[src/rtl/prio_enc_queue.sv]
// prio_enc_queue
// ----------------------------------------------------------------------------
// Registered priority encoder that captures request pulses into a sticky
// pending register. It hands out one granted channel index per cycle through
// a valid/ready output register and holds the grant while the consumer stalls.
//
// Parameters
//   N      number of request channels (2..64)
//   IDX_W  derived width of out_idx  ($clog2(N))
//   CNT_W  derived width of pend_cnt ($clog2(N+1))
//
// Ports
//   clk         rising-edge clock
//   rst         asynchronous active-high reset
//   req_in      request pulses, one per channel, captured every edge
//   out_valid   output register holds a grant
//   out_ready   consumer accepts the grant this cycle
//   out_idx     granted channel index
//   out_onehot  one-hot form of out_idx
//   pend_cnt    registered count of pending channels
//   pend_any    some channel is pending
//
// Configuration
//   PRIO_ENC_RR_EN  when defined, selection is round-robin: the search starts
//                   one below the last granted index and walks downward with
//                   wrap. When undefined, the highest pending index always wins.
// ----------------------------------------------------------------------------
module prio_enc_queue #(
    parameter  int N     = 8,
    localparam int IDX_W = $clog2(N),
    localparam int CNT_W = $clog2(N + 1)
) (
    input  logic             clk,
    input  logic             rst,
    input  logic [N-1:0]     req_in,
    output logic             out_valid,
    input  logic             out_ready,
    output logic [IDX_W-1:0] out_idx,
    output logic [N-1:0]     out_onehot,
    output logic [CNT_W-1:0] pend_cnt,
    output logic             pend_any
);

    // The output register is either empty or holding one grant.
    typedef enum logic {
        EMPTY = 1'b0,
        FULL  = 1'b1
    } state_t;

    state_t           state;
    state_t           state_next;
    logic [N-1:0]     pending;
    logic [N-1:0]     pending_next;
    logic [N-1:0]     pop_mask;
    logic [IDX_W-1:0] sel;
    logic             load;
    logic             have_req;

`ifdef PRIO_ENC_RR_EN
    logic [IDX_W-1:0] last;

    // Round-robin pick: every pending channel gets a distance measured
    // downward from the channel just below the last grant, and the nearest
    // one wins. With last at 0 the search starts at N-1, so the first grant
    // after reset matches the fixed-priority choice.
    always_comb begin
        int start;
        int dist;
        int best;
        sel   = '0;
        best  = N;
        dist  = 0;
        start = (last == '0) ? (N - 1) : (int'(last) - 1);
        for (int i = 0; i < N; i++) begin
            dist = start - i;
            if (dist < 0) begin
                dist = dist + N;
            end
            if (pending[i] && (dist < best)) begin
                best = dist;
                sel  = IDX_W'(i);
            end
        end
    end

    // Remember the most recent grant so the next search begins below it.
    always_ff @(posedge clk or posedge rst) begin
        if (rst) begin
            last <= '0;
        end else if (load && have_req) begin
            last <= sel;
        end
    end
`else
    // Fixed priority: scanning upward lets the highest pending index win.
    always_comb begin
        sel = '0;
        for (int i = 0; i < N; i++) begin
            if (pending[i]) begin
                sel = IDX_W'(i);
            end
        end
    end
`endif

    // Next-state logic. The output register can reload when it is empty or
    // its current grant is being accepted. A reload with work available pops
    // the selected channel. New requests are ORed in after the pop so a
    // channel requested on the same edge it is granted stays pending.
    always_comb begin
        state_next = state;
        pop_mask   = '0;
        have_req   = |pending;
        load       = (state == EMPTY) || out_ready;
        if (load) begin
            if (have_req) begin
                state_next = FULL;
                pop_mask   = {{(N-1){1'b0}}, 1'b1} << sel;
            end else begin
                state_next = EMPTY;
            end
        end
        pending_next = (pending & ~pop_mask) | req_in;
    end

    // State, pending bits and output registers. The count tracks the value
    // pending is about to take, so it stays aligned with the register.
    always_ff @(posedge clk or posedge rst) begin
        if (rst) begin
            state      <= EMPTY;
            pending    <= '0;
            pend_cnt   <= '0;
            out_idx    <= '0;
            out_onehot <= '0;
        end else begin
            state    <= state_next;
            pending  <= pending_next;
            pend_cnt <= CNT_W'($countones(pending_next));
            if (load) begin
                if (have_req) begin
                    out_idx    <= sel;
                    out_onehot <= pop_mask;
                end else begin
                    out_idx    <= '0;
                    out_onehot <= '0;
                end
            end
        end
    end

    assign out_valid = (state == FULL);
    assign pend_any  = |pending;

endmodule

[config.mk]
export PLATFORM = sky130hd
export DESIGN_NAME = prio_enc_queue
export DESIGN_NICKNAME = d
export VERILOG_FILES = /design/src/rtl/prio_enc_queue.sv
export SDC_FILE = /design/constraint.sdc
export NUM_CORES = 1
export LEC_CHECK = 0
export BUFFER_PORTS_ARGS = -buffer_cell sky130_fd_sc_hd__buf_2
export CORE_UTILIZATION = 40
export CTS_BUF_LIST = sky130_fd_sc_hd__clkbuf_4
export CTS_CLUSTER_DIAMETER = 120
export CTS_CLUSTER_SIZE = 14
export DETAILED_ROUTE_END_ITERATION = 12
export HOLD_SLACK_MARGIN = 0.03
export PLACE_DENSITY = 0.65
export SLEW_MARGIN = 20
export SYNTH_ARGS = -nofsm -noshare
export SYNTH_HDL_FRONTEND = slang
export SYNTH_SLANG_ARGS = --single-unit
[constraint.sdc]
create_clock -name clk -period 3.75 [get_ports clk]
set_input_delay 0.375 -clock clk [delete_from_list [all_inputs] [get_ports clk]]
set_output_delay 0.375 -clock clk [all_outputs]
set_load 0.1 [all_outputs]
After elaboration in Yosys (flattened, before gate mapping)
Index checks and enable logic that the tools add are counted.

storage, ports and cells
  bits in registers = 24
  input bits = 11
  output and inout port bits = 17
  word-level logic and storage cells = 31

cells by class
  add/sub/neg operators = 7
  shifts and indexed selects = 1
  multiplexer cells = 12
  bitwise operators = 4
  reductions and logical operators = 2

operator list
  cell                                                               number
  8-bit 2-to-1 mux                                                   3
  3-bit 2-to-1 mux                                                   6
  1-bit by 1-bit adder with 2-bit output                             4
  8-bit AND                                                          1
  8-bit NOT                                                          1
  8-bit bitwise OR                                                   1
  8-bit OR reduction                                                 1
  1-bit by 3-bit << shifter with 8-bit output, first input constant  1
  2-bit by 2-bit adder with 3-bit output                             2
  3-bit by 3-bit adder with 4-bit output                             1
  1-bit 2-to-1 mux                                                   2
  2-bit 2-to-1 mux                                                   1
  1-bit logical OR                                                   1
  1-bit NOT                                                          1

Depth between registers and ports, before layout
  depth in word-level cells = 16
  gate-level depth with buffers = 14
  gate-level depth less buffers = 13

Worst setup path before layout
No wires, ideal clock.

  kind = register to register
  start point = register state (netlist: out_valid)
  end point = register pend_cnt[2]
  setup time = 123 ps
  arrival time = 4025 ps
  data required time = 3627 ps
  setup slack = -398 ps
  cell stages (with the launch flop) = 15
  path buffers = 1
  clock period less this slack = 4148 ps
  path through = dfrtp_1 -> nand2b_1 -> clkbuf_1 -> nand2_2 -> or3_1 -> a21o_1 -> fa_1 -> fa_1 -> inv_1 -> fa_1 -> inv_1 -> ha_1 -> inv_1 -> fa_1 -> xnor2_1

on the way
  word-level cells in the longest chain between the ends = 9
  elaborated cells between the ends (all ways) = 13
  those cells by class = add/sub (7); mux (1); bitwise (4); reduce/logical (1)

RTL lines
  element                                                       RTL line  RTL
  from (decl)                                                   50        state_t state;
  from (signal assigned)                                        136       state <= state_next;
  1-bit NOT                                                     114       load = (state == EMPTY) || out_ready;
  1-bit logical OR                                              114
  8-bit 2-to-1 mux                                              115       if (load) begin
  8-bit NOT                                                     123       pending_next = (pending & ~pop_mask) | req_in;
  8-bit AND                                                     123
  8-bit bitwise OR                                              123
  named net pending_next[0]                                     53        logic [N-1:0] pending_next;
  1-bit by 1-bit adder with 2-bit output (not written as such)  138       pend_cnt <= CNT_W'($countones(pending_next));
  2-bit by 2-bit adder with 3-bit output (not written as such)  138
  3-bit by 3-bit adder with 4-bit output (not written as such)  138
  to (signal assigned)                                          138
  to (decl)                                                     40        output logic [CNT_W-1:0] pend_cnt,

The timed path passes the listed nets, and every way through them passes these cells.
A chain may end at the register's enable or synchronous reset.

Worst setup path after layout
  start point = register pending[5]
  end point = register pend_cnt[2]

on the way
  word-level cells in the longest chain between the ends = 12
  elaborated cells between the ends (all ways) = 17
  those cells by class = add/sub (7); shift (1); mux (5); bitwise (3); reduce/logical (1)

RTL lines
  element                                                         RTL line  RTL
  from (decl)                                                     52        logic [N-1:0] pending;
  from (signal assigned)                                          137       pending <= pending_next;
  3-bit 2-to-1 mux (3 in series)                                  99        if (pending[i]) begin
  1-bit by 3-bit << shifter with 8-bit output                     118       pop_mask = {{(N-1){1'b0}}, 1'b1} << sel;
  8-bit 2-to-1 mux *                                              116       if (have_req) begin
  8-bit 2-to-1 mux *                                              115
  8-bit NOT *                                                     123
  8-bit AND *                                                     123
  8-bit bitwise OR *                                              123
  named net pending_next[0]                                       53
  1-bit by 1-bit adder with 2-bit output (not written as such) *  138
  2-bit by 2-bit adder with 3-bit output (not written as such) *  138
  3-bit by 3-bit adder with 4-bit output (not written as such) *  138

The timed path passes the listed nets; every way through them passes the cells marked *.

==> run summary <==
RUN STATUS
------------------------------------------------------------------------------------
Status                                                                  finished, violations left
Violations in the final reports                                         setup timing

FLOORPLANNING
------------------------------------------------------------------------------------
Die outline width                                                            54.6 um
Die Footprint                                                              2980 um^2
Standard-cell row count                                                           18
Vertical extent of the die                                                   54.6 um
Ports placed on the boundary                                                      28
Core area                                                                  2540 um^2
Initial cell density of the core                                               43.4%

DETAILED ROUTING
------------------------------------------------------------------------------------
Vias per std cell                                                               4.87
Total number of vias                                                             823
Initial DRC Count                                                                  5
Detailed-route wire length per cell                                          12.4 um
DRC Markers                                                                        0
Sum of routed wire length over all layers                                    2.09 mm
Remaining number of nets flagged by the antenna check after routing                0
Drt pass-1 iters                                                                   3

CLOCK TREE
------------------------------------------------------------------------------------
Count of clock tree sinks                                                         24
Clk pin slew, worst setup/hold paths                                          120 ps
Latest clock arrival within the worst-skew pair                               310 ps
Clock Path Buffers                                                                 2
Number of hold buffers added after cts                                             0
Total CTS buffers                                                                  3
CTS tree                                                                       built
CTS HTree Levels                                                                   1
Clock root buffer                                                           clkbuf_4

PLACEMENT
------------------------------------------------------------------------------------
Port Buffer Count                                                                 27
Gpl congestion                                                                 0.806
Hpwl dp                                                                      1.69 mm
Post-Place Cells                                                                 162

HOLD PATH
------------------------------------------------------------------------------------
Hold crit path type                                                         in2async

YOSYS
------------------------------------------------------------------------------------
Dominant cell type by area after synthesis                                   dfrtp_1
Fraction of the yosys area taken by sequential cells                           54.4%
Cell area after synthesis                                                  1100 um^2
Top FF cell, synth                                                           dfrtp_1
Yosys warns                                                                        0
Area share of the largest cell type after synthesis                            54.4%
Synth Instances                                                                  101
Area contributors post-synth                                            dfrtp_1, fa_1, nand2_1, inv_1, a21o_1
Number of synthesized register bits                                               24
Number of enable-type register cells in the synthesized netlist                    0
Leading cell type by number of instances after synthesis                     dfrtp_1
Unique masters post-synth                                                         28
Mapped Nets                                                                      119
Most common library cells after synthesis                               dfrtp_1, nand2_1, inv_1
Post-Syn Area per Cell                                                     10.9 um^2
Share of flip-flops with an asynchronous set or reset after synthesis           100%

GRT
------------------------------------------------------------------------------------
Maximum number of pins on one net before global-route repair                      25
Antenna violations before repair                                                   0
Via count of the first global-routing pass                                       809
All-Layer GR Usage                                                             17.6%
Global-route wire length before repair                                       3.55 mm
Global route total overflow                                                        0

FLOW RUN
------------------------------------------------------------------------------------
Max cap viols                                                                      0

POWER
------------------------------------------------------------------------------------
PD cells                                                                 393 nW/um^2
Design Power                                                                0.543 mW
Peak VDD IR                                                                   251 uV
Switching Power                                                             0.202 mW
Proportion of power drawn by flip-flops and latches                            51.1%
Cell internal pwr                                                           0.341 mW
Leakage dissipation                                                         0.642 nW
Fraction of power spent switching nets                                         37.2%
Part of the power in combinational logic                                       28.2%
Share of power burned in the clock network                                     20.6%

LAYOUT
------------------------------------------------------------------------------------
Final cell count without fillers                                                 169
Nets                                                                             158
Fraction of layout cells with a size suffix above 1                            38.1%
Signed area change from the synthesized netlist to the final layout            25.1%
Count of inserted antenna diode cells                                              0

TIMING
------------------------------------------------------------------------------------
Slew Limit Headroom                                                            40.9%
Final Setup Violations                                                             2
Post-route clock period utilization                                             101%
Slew Limit Fails                                                                   0
Actual slew at the worst max-slew pin                                         885 ps
Worst setup margin                                                          -31.7 ps
Maximum frequency from static timing analysis                              0.264 GHz
Setup repair after global routing missed its margin                             true
Final Skew                                                                   1.95 ps
Setup TNS Final                                                             -59.5 ps
Hold Vio Cnt, Final                                                                0
Minimum clock period                                                         3780 ps

SETUP PATH
------------------------------------------------------------------------------------
CP Launch Type                                                              register
Required time of the critical path                                           3960 ps
Setup CP Type                                                                reg2reg
Peak fanout along the critical path                                                3
Data arrival, critical path                                                  3990 ps
Type of destination of the critical path                                    register

-- metal layers --
layer  share of wire, %  vias up  routed length [um]  global-route usage, %
met5                  0        -                   0                      0
met4               0.72        0                  15                   5.13
met3                3.2        2                  67                   5.83
met2                 52       16                1090                   30.5
met1                 44      393                 917                   20.6
li1                   -      412                   -                      -
-- area by class of cell --
cell class	count	area [um^2]
multi-input cells	63	463
well taps	30	37.5
inverters	11	41.3
clock buffers	3	22.5
flip-flops and latches	24	604
repair buffers	37	210
fillers	257	1160
clock inverters	1	3.75
-- sequential cells by signal, summed over array words and instances (netlist names) --
name	flops
out_idx	3
out_onehot	8
out_valid	1
pend_cnt	4
pending	8
-- cell usage in the layout (no fill, tap or decap), types with 2 or more instances in the layout --
cell,instances
fa_1,4
buf_2,27
inv_2,2
o31ai_1,2
dfrtp_1,23
nor2_1,5
nand2_1,16
buf_4,10
o21ai_0,3
ha_1,2
nand3_1,2
a21o_1,5
inv_1,9
nor2b_1,2
a21o_2,2
clkbuf_4,3
a21oi_1,2
nand2b_1,3
-- worst max-delay path, stage by stage (launching register included) --
cell	delay (ps)
dfrtp_1	430
nor4_4	340
nand2_2	90
or3_4	400
a21o_1	190
fa_1	460
fa_1	510
inv_2	40
fa_1	450
inv_1	70
ha_2	180
inv_2	40
fa_1	360
xnor2_1	130
-- timing repair --
item,in CTS,in global routing
gates resized for setup,3,2
pin swaps,1,1
buffers inserted,2,1
setup endpoints to repair,2,3
-- per-stage QoR --
step,setup slack (ps),hold WS [ps],area [um^2],util (%)
final,-31.7,229,1380,54.3
after global routing,-252,242,1380,54.3
after CTS,-50.7,255,1370,53.9
after detailed placement,-35.2,455,1320,52.0
after global placement,56.1,445,1320,52.0
after floorplan,-24.2,390,1120,-
-- cells by family (layout without fill, tap and decap cells) --
kind of cell | count (synthesis) | in the layout | share of synthesized area [%]
AND/OR/NAND/NOR | 34 | 34 | 15.6
flip-flops | 24 | 24 | 54.4
AO/OA/AOI/OAI | 21 | 21 | 13.8
buffers and inverters | 14 | 52 | 4.76
adder cells (fa/ha/maj) | 7 | 7 | 10.6
XOR/XNOR | 1 | 1 | 0.793
-- worst paths after layout --
| kind | startpoint | to | slack [ps] | cells past startpoint |
|---|---|---|---|---|
| max | pending[5] | pend_cnt[2] | -30 | 13 |
| min reg2reg | out_onehot[7] | out_onehot[7] | 480 | 2 |
| min | rst | pend_cnt[2] | 230 | 2 |
| min in group clk | req_in[2] | pending[2] | 260 | 2 |
| max reg2reg | pending[5] | pend_cnt[2] | -30 | 13 |
| max in group asynchronous | rst | out_valid | 2880 | 2 |
-- power by group through the flow --
stage / Clock, mW / Combinational (mW) / Sequential, mW
after floorplan: 0 / 0.0308 / 0.373
after global placement: 0 / 0.149 / 0.283
after detailed placement: 0 / 0.150 / 0.283
after CTS: 0.116 / 0.154 / 0.278
after global routing: 0.129 / 0.165 / 0.280
final: 0.112 / 0.153 / 0.278
(Power assumes the default switching activity.)
